$ cat config.mk
export PLATFORM = sky130hd
export DESIGN_NAME = score_display_ctrl_flat
export DESIGN_NICKNAME = d
export VERILOG_FILES = /design/src/rtl/score_display_pkg.sv /design/src/rtl/score_display_ctrl_if.sv /design/src/rtl/score_display_ctrl_seg7_encoder.sv /design/src/rtl/score_display_ctrl.sv /design/src/flat_wrapper.sv
export SDC_FILE = /design/constraint.sdc
export NUM_CORES = 1
export LEC_CHECK = 0
export ABC_CLOCK_PERIOD_IN_PS = 6650
export CAP_MARGIN = 0
export CORE_MARGIN = 5
export CORE_UTILIZATION = 56
export DETAILED_ROUTE_END_ITERATION = 10
export PLACE_DENSITY = 0.84
export SKIP_CTS_REPAIR_TIMING = 1
export SLEW_MARGIN = 20
export SYNTH_ARGS = -nofsm -noshare
export SYNTH_HDL_FRONTEND = slang
export SYNTH_SLANG_ARGS = --single-unit
$ cat constraint.sdc
create_clock -name clk -period 6.65 [get_ports clk]
set_clock_uncertainty 0.15 [all_clocks]
set_input_delay 1.33 -clock clk [delete_from_list [all_inputs] [get_ports clk]]
set_output_delay 1.33 -clock clk [all_outputs]
set_load 0.01 [all_outputs]
$ cat src/rtl/score_display_pkg.sv
// Shared constants and helpers for the score display controller.
// Segment order is abcdefg with a in the MSB, and every pattern is active-low.
package score_display_pkg;

   localparam logic [6:0] SEG_0     = 7'b0000001;
   localparam logic [6:0] SEG_1     = 7'b1001111;
   localparam logic [6:0] SEG_2     = 7'b0010010;
   localparam logic [6:0] SEG_3     = 7'b0000110;
   localparam logic [6:0] SEG_4     = 7'b1001100;
   localparam logic [6:0] SEG_5     = 7'b0100100;
   localparam logic [6:0] SEG_6     = 7'b0100000;
   localparam logic [6:0] SEG_7     = 7'b0001111;
   localparam logic [6:0] SEG_8     = 7'b0000000;
   localparam logic [6:0] SEG_9     = 7'b0000100;
   localparam logic [6:0] SEG_DASH  = 7'b1111110;
   localparam logic [6:0] SEG_BLANK = 7'b1111111;

   function automatic logic [6:0] seg_of_digit(input logic [3:0] digit);
      case (digit)
         4'd0:    return SEG_0;
         4'd1:    return SEG_1;
         4'd2:    return SEG_2;
         4'd3:    return SEG_3;
         4'd4:    return SEG_4;
         4'd5:    return SEG_5;
         4'd6:    return SEG_6;
         4'd7:    return SEG_7;
         4'd8:    return SEG_8;
         4'd9:    return SEG_9;
         default: return SEG_DASH;
      endcase
   endfunction

   // The player index needs at least one bit, even when there is a single player.
   function automatic int pid_w(input int numPlayers);
      return (numPlayers <= 1) ? 1 : $clog2(numPlayers);
   endfunction

endpackage

$ cat src/rtl/score_display_ctrl_if.sv
// Connects the game FSM (master) to the score display controller (slave).
interface score_display_ctrl_if #(
   parameter int NUM_PLAYERS = 2,
   parameter int SCORE_W     = 5,
   parameter int STATE_W     = 4
);
   localparam int PID_W = score_display_pkg::pid_w(NUM_PLAYERS);

   logic                        prize_valid;
   logic [PID_W-1:0]            prize_player;
   logic [NUM_PLAYERS*SCORE_W-1:0] score_in;
   logic [STATE_W-1:0]          state;
   logic [NUM_PLAYERS*14-1:0]   hex_out;
   logic [NUM_PLAYERS-1:0]      player_led;
   logic                        final_led;
   logic                        state_led;

   modport master (
      output prize_valid, prize_player, score_in, state,
      input  hex_out, player_led, final_led, state_led
   );

   modport slave (
      input  prize_valid, prize_player, score_in, state,
      output hex_out, player_led, final_led, state_led
   );

endinterface

$ cat src/rtl/score_display_ctrl_seg7_encoder.sv
// Turns one player's score into two active-low digits, tens then units.
// When LEADING_ZERO_BLANK_EN is defined, the tens digit is blank for valid scores below 10.
module seg7_encoder
   import score_display_pkg::*;
#(
   parameter int SCORE_W = 5
) (
   input  logic               valid_i,
   input  logic [SCORE_W-1:0] score_i,
   output logic [13:0]        seg_o
);

   logic       inRange;
   logic [6:0] scoreLow;
   logic [3:0] tens;
   logic [3:0] units;

   // Truncating to 7 bits is safe because scoreLow only feeds the digits when the score is below 100.
   always_comb begin
      inRange  = (32'(score_i) < 32'd100);
      scoreLow = 7'(score_i);
      tens     = 4'(scoreLow / 7'd10);
      units    = 4'(scoreLow % 7'd10);
      if (!valid_i || !inRange) begin
         seg_o = {SEG_DASH, SEG_DASH};
      end else begin
`ifdef LEADING_ZERO_BLANK_EN
         seg_o = {((tens == 4'd0) ? SEG_BLANK : seg_of_digit(tens)), seg_of_digit(units)};
`else
         seg_o = {seg_of_digit(tens), seg_of_digit(units)};
`endif
      end
   end

endmodule

$ cat src/rtl/score_display_ctrl.sv
// Latches each player's score on a prize, then drives the HEX digits and the award, final and activity LEDs.
// Leading-zero blanking is selected by LEADING_ZERO_BLANK_EN through seg7_encoder.
module score_display_ctrl
   import score_display_pkg::*;
#(
   parameter int                  NUM_PLAYERS = 2,
   parameter int                  SCORE_W     = 5,
   parameter int                  STATE_W     = 4,
   parameter logic [STATE_W-1:0]  IDLE_STATE  = '0,
   parameter logic [STATE_W-1:0]  FINAL_STATE = STATE_W'(4),
   parameter int                  BLINK_DIV   = 25000000
) (
   input logic                 clk,
   input logic                 rst_n,
   score_display_ctrl_if.slave bus
);

   localparam int CNT_W = $clog2(BLINK_DIV);
   localparam int HEX_W = NUM_PLAYERS * 14;

   logic [SCORE_W-1:0]     score_q [NUM_PLAYERS];
   logic [SCORE_W-1:0]     score_d [NUM_PLAYERS];
   logic [NUM_PLAYERS-1:0] valid_q, valid_d;
   logic [NUM_PLAYERS-1:0] award_q, award_d;
   logic [NUM_PLAYERS-1:0] ledOut_q, ledOut_d;
   logic [NUM_PLAYERS-1:0] leaders;
   logic [HEX_W-1:0]       hex_q, hexNext;
   logic                   final_q;
   logic                   stateLed_q, stateLed_d;
   logic                   phase_q, phase_d;
   logic [CNT_W-1:0]       cnt_q, cnt_d;
   logic [STATE_W-1:0]     state_q;
   logic [SCORE_W-1:0]     maxScore;
   logic                   stateChange, idleEntry, inFinal, finalEntry, accept;

   // All outputs are encoded from the next-state scores, so the HEX digits and LEDs update one cycle after the prize.
   always_comb begin
      stateChange = (bus.state != state_q);
      idleEntry   = stateChange && (bus.state == IDLE_STATE);
      inFinal     = (bus.state == FINAL_STATE);
      finalEntry  = stateChange && inFinal;
      accept      = bus.prize_valid && (int'(bus.prize_player) < NUM_PLAYERS) && !idleEntry;

      valid_d = idleEntry ? '0 : valid_q;
      award_d = idleEntry ? '0 : award_q;
      for (int i = 0; i < NUM_PLAYERS; i++) begin
         score_d[i] = score_q[i];
         if (accept && (int'(bus.prize_player) == i)) begin
            score_d[i] = bus.score_in[i*SCORE_W +: SCORE_W];
            valid_d[i] = 1'b1;
         end
      end
      if (accept) begin
         for (int i = 0; i < NUM_PLAYERS; i++) begin
            award_d[i] = (int'(bus.prize_player) == i);
         end
      end

      maxScore = '0;
      for (int i = 0; i < NUM_PLAYERS; i++) begin
         if (valid_d[i] && (score_d[i] > maxScore)) begin
            maxScore = score_d[i];
         end
      end
      for (int i = 0; i < NUM_PLAYERS; i++) begin
         leaders[i] = valid_d[i] && (score_d[i] == maxScore);
      end

      // Forcing the phase on at entry makes the leaders light for the first full half-period.
      cnt_d   = cnt_q + CNT_W'(1);
      phase_d = phase_q;
      if (finalEntry) begin
         cnt_d   = '0;
         phase_d = 1'b1;
      end else if (cnt_q == CNT_W'(BLINK_DIV - 1)) begin
         cnt_d   = '0;
         phase_d = ~phase_q;
      end

      ledOut_d = inFinal ? (leaders & {NUM_PLAYERS{phase_d}}) : award_d;

      stateLed_d = stateLed_q;
      if (bus.state == IDLE_STATE) begin
         stateLed_d = 1'b1;
      end else if (stateChange) begin
         stateLed_d = ~stateLed_q;
      end
   end

   for (genvar g = 0; g < NUM_PLAYERS; g++) begin : gEnc
      seg7_encoder #(.SCORE_W(SCORE_W)) uEnc (
         .valid_i (valid_d[g]),
         .score_i (score_d[g]),
         .seg_o   (hexNext[g*14 +: 14])
      );
   end

   always_ff @(posedge clk or negedge rst_n) begin
      if (!rst_n) begin
         for (int i = 0; i < NUM_PLAYERS; i++) begin
            score_q[i] <= '0;
         end
         valid_q    <= '0;
         award_q    <= '0;
         ledOut_q   <= '0;
         hex_q      <= {NUM_PLAYERS{{SEG_DASH, SEG_DASH}}};
         final_q    <= 1'b0;
         stateLed_q <= 1'b1;
         phase_q    <= 1'b1;
         cnt_q      <= '0;
         state_q    <= IDLE_STATE;
      end else begin
         for (int i = 0; i < NUM_PLAYERS; i++) begin
            score_q[i] <= score_d[i];
         end
         valid_q    <= valid_d;
         award_q    <= award_d;
         ledOut_q   <= ledOut_d;
         hex_q      <= hexNext;
         final_q    <= inFinal;
         stateLed_q <= stateLed_d;
         phase_q    <= phase_d;
         cnt_q      <= cnt_d;
         state_q    <= bus.state;
      end
   end

   assign bus.hex_out    = hex_q;
   assign bus.player_led = ledOut_q;
   assign bus.final_led  = final_q;
   assign bus.state_led  = stateLed_q;

endmodule

$ cat src/flat_wrapper.sv
// flat-port wrapper written by rule: the top's interface ports become plain ports
module score_display_ctrl_flat import score_display_pkg::*;
#(
   parameter int                  NUM_PLAYERS = 2,
   parameter int                  SCORE_W     = 5,
   parameter int                  STATE_W     = 4,
   parameter logic [STATE_W-1:0]  IDLE_STATE  = '0,
   parameter logic [STATE_W-1:0]  FINAL_STATE = STATE_W'(4),
   parameter int                  BLINK_DIV   = 25000000
)
  (clk, rst_n, bus_prize_valid, bus_prize_player, bus_score_in, bus_state, bus_hex_out, bus_player_led, bus_final_led, bus_state_led);
  score_display_ctrl_if #(.NUM_PLAYERS(NUM_PLAYERS), .SCORE_W(SCORE_W), .STATE_W(STATE_W)) bus_i ();
  input logic clk;
  input logic rst_n;
  input wire logic [$bits(bus_i.prize_valid)-1:0] bus_prize_valid;
  input wire logic [$bits(bus_i.prize_player)-1:0] bus_prize_player;
  input wire logic [$bits(bus_i.score_in)-1:0] bus_score_in;
  input wire logic [$bits(bus_i.state)-1:0] bus_state;
  output wire logic [$bits(bus_i.hex_out)-1:0] bus_hex_out;
  output wire logic [$bits(bus_i.player_led)-1:0] bus_player_led;
  output wire logic [$bits(bus_i.final_led)-1:0] bus_final_led;
  output wire logic [$bits(bus_i.state_led)-1:0] bus_state_led;
  assign bus_i.prize_valid = bus_prize_valid;
  assign bus_i.prize_player = bus_prize_player;
  assign bus_i.score_in = bus_score_in;
  assign bus_i.state = bus_state;
  assign bus_hex_out = bus_i.hex_out;
  assign bus_player_led = bus_i.player_led;
  assign bus_final_led = bus_i.final_led;
  assign bus_state_led = bus_i.state_led;
  score_display_ctrl #(.NUM_PLAYERS(NUM_PLAYERS), .SCORE_W(SCORE_W), .STATE_W(STATE_W), .IDLE_STATE(IDLE_STATE), .FINAL_STATE(FINAL_STATE), .BLINK_DIV(BLINK_DIV)) u_core (.clk(clk), .rst_n(rst_n), .bus(bus_i));
endmodule
==> impl_metrics.py <==
metrics = {
    "critical_path": {
        "endpoint_kind": "flip-flop",
        "crit_required_ps": 6790,
        "crit_path_max_fanout": 9,
        "r2r-start": "u_core.state_q[1]",
        "cp.arrival_ps": 6380,
        "critPathLaunch": "bus_state[1]",
        "start_kind": "input port",
        "slowest_delay_ps": 620,
        "path_class": "input port to flip-flop",
        "path_cells": "clkdlybuf4s50_1 > xor2_1 > o41a_1 > nor2_8 > mux2_4 > inv_1 > ha_1 > inv_1 > ha_1 > a211oi_2 > nand2_1 > xnor2_1 > ha_1 > inv_1 > a221oi_4 > xnor2_2 > inv_1 > ha_1 > inv_1 > or3_1 > a31o_1",
        "slowest_stage": "o41a_1",
        "cp_common_cell": "inv_1",
    },
    "timing": {
        "fin_crit_ps": 6250,
        "setup_viol": 0,
        "final.period_utilization_pct": 93.9,
        "rsz0062_at_grt": "false",
        "tns_ps": 0,
        "max_freq_mhz": 160,
        "slew_headroom_pct": 39.9,
        "hold_violations": 0,
        "slew_viol_final": 0,
        "worst_pin_slew_ps": 902,
    },
    "detailed_routing": {
        "ant_nets": 0,
        "dr.first_iter.drc_count": 173,
        "drcViolationCount": 0,
        "drt_wl_total_um": 9550,
        "vias_per_cell": 5.72,
        "wire_per_inst_um": 16.1,
        "firstDrtPassIters": 4,
        "dr_total_vias": 3401,
    },
    "place": {
        "dpl_cell_area_um2": 4890,
        "place_congestion": 0.953,
        "dp_hpwl_um": 7100,
        "io_buffers": 49,
    },
    "synth": {
        "synth_top_area_share_pct": 29.6,
        "syn_nets": 467,
        "synth-seq-cells": 74,
        "postSynthAreaPerCell_um2": 9.93,
        "yosysSeqAreaShare_pct": 44.6,
        "yosysMostFrequentCell": "dfrtp_1",
        "synth_top_cell_by_area": "dfrtp_1",
        "yosys_warnings": 0,
        "synth_cell_types": 73,
        "syn_area_um2": 4220,
        "synth.area.top_cells": "dfrtp_1 30%, dfstp_2 15%, ha_1 7.1%",
        "synth_common_cells": "50 x dfrtp_1, 43 x nor2_1, 42 x nand2_1",
        "synth-edff-count": 0,
        "synthFlopType": "dfrtp_1",
        "synth-async-reset-ratio_pct": 100,
        "syn_inst": 425,
    },
    "cells_and_area": {
        "areaGrowthSynthToFinish_pct": 20.7,
        "antenna_cells": 0,
        "design_area_um2": 5090,
        "drive_above_1_share_pct": 15.7,
        "final_nets": 533,
        "utilization_pct": 69.8,
    },
    "cts": {
        "insertion_delay_ps": 350,
        "clkSinkCount": 74,
        "cts_max_path_buffers": 2,
        "cts_made_buffers": 9,
        "cts.htree.levels": 3,
        "clk_pin_slew_ps": 80,
        "tritoncts": "done",
        "root_buffer": "clkbuf_8",
    },
    "floorplanning": {
        "die_x_um": 96.8,
        "dieArea_um2": 9370,
        "std_cell_rows": 31,
        "start_util_pct": 57.9,
        "core_area_um2": 7290,
        "die_h_um": 96.8,
        "ios": 50,
    },
    "hold_path": {
        "hold_path.class": "flip-flop to flip-flop",
        "hp-start": "u_core.cnt_q[0]",
    },
    "global_route": {
        "grt_use_total_pct": 21.1,
        "grt_max_degree": 75,
        "grt_pass1_wl_um": 16400,
        "grt_pass1_vias": 3466,
        "grt_antenna_before_repair": 0,
        "grt_overflow": 0,
    },
    "power": {
        "p_per_area_nw_per_um2": 338,
        "vdd_drop_max_mv": 0.149,
        "leakage_uw": 0.00225,
    },
    "outcome": {
        "status": "finished clean",
    },
    "run": {
        "cap_violations": 0,
    },
}
## cell families after synthesis
logic type / after synthesis / synth area share (%)
buf+inv: 36 / 3.56
mux: 6 / 1.57
simple gates: 159 / 18.7
compound gates: 91 / 16.8
fa+ha+maj: 24 / 7.12
flops: 74 / 44.6
xor+xnor: 35 / 7.62
## final timing paths
kind / depth (start not counted) / slack, ps / to
worst max-delay path: 21 / 400 / u_core.bus.hex_out[2]
worst min-delay path: 1 / 340 / u_core.cnt_q[0]
worst max register to register: 20 / 1500 / u_core.bus.hex_out[2]
worst min register to register: 1 / 340 / u_core.cnt_q[0]
max in group asynchronous: 2 / 4720 / u_core.bus.hex_out[14]
min in group asynchronous: 2 / 1020 / u_core.cnt_q[2]
## sequential cells by signal, indices dropped and copies added (netlist names)
name,flops
u_core.award_q,2
u_core.phase_q,1
u_core.cnt_q,25
u_core.state_q,4
u_core.bus.player_led,2
u_core.bus.hex_out,26
u_core.score_q,10
u_core.bus.final_led,1
u_core.bus.state_led,1
u_core.valid_q,2
## metrics by stage
step                      instances  worst slack, ps  hold slack (ps)  power, uW
after floorplan                 425              757              298       1080
after global placement          579              338              315       1330
after detailed placement        579              176              335       1360
final                           595              405              342       1720
after global routing            595             99.1              373       1830
after CTS                       595              460              346       1730
## routing by layer
layer / GRT usage (%) / vias to the layer above / share of wire [%]
li1: - / 1629 / -
met1: 27.1 / 1632 / 44
met2: 34.2 / 110 / 48
met3: 3.53 / 30 / 4.7
met4: 10.6 / 0 / 2.9
met5: 0 / - / 0
## cells in the final DEF (no fill, tap or decap), types with 7 or more instances in the layout
cell type / instances
dfrtp_1: 50
clkdlybuf4s50_1: 48
nor2_1: 43
nand2_1: 42
inv_1: 25
ha_1: 24
dfstp_2: 24
xor2_1: 18
nand3_1: 18
a21oi_1: 16
xnor2_1: 15
o21ai_0: 13
buf_4: 13
and3_1: 11
clkbuf_8: 9
nor3_1: 7
## power breakdown
part | leakage, uW | switching, uW | internal [uW]
Sequential | 0.000889 | 48.6 | 588
Clock | 0.0000990 | 169 | 197
Combinational | 0.00126 | 384 | 335
## critical path: cells and delay by family
family / cells / cell delay [ps]
AOI/OAI and AO/OA: 4 / 1440
buffers and inverters: 6 / 920
xor gates and xnor gates: 3 / 720
muxes: 1 / 370
and+or+nand+nor: 3 / 730
adders and majority gates: 4 / 850
## final cells by class
cell class | instances | area, um^2
clock buffer | 13 | 160
clock inverter | 3 | 46.3
fill | 584 | 2200
inverter | 29 | 109
multi-input combinational | 315 | 2190
sequential | 74 | 1880
tap | 99 | 124
timing repair buffer | 62 | 583
Power figures use the tool's default switching activity.
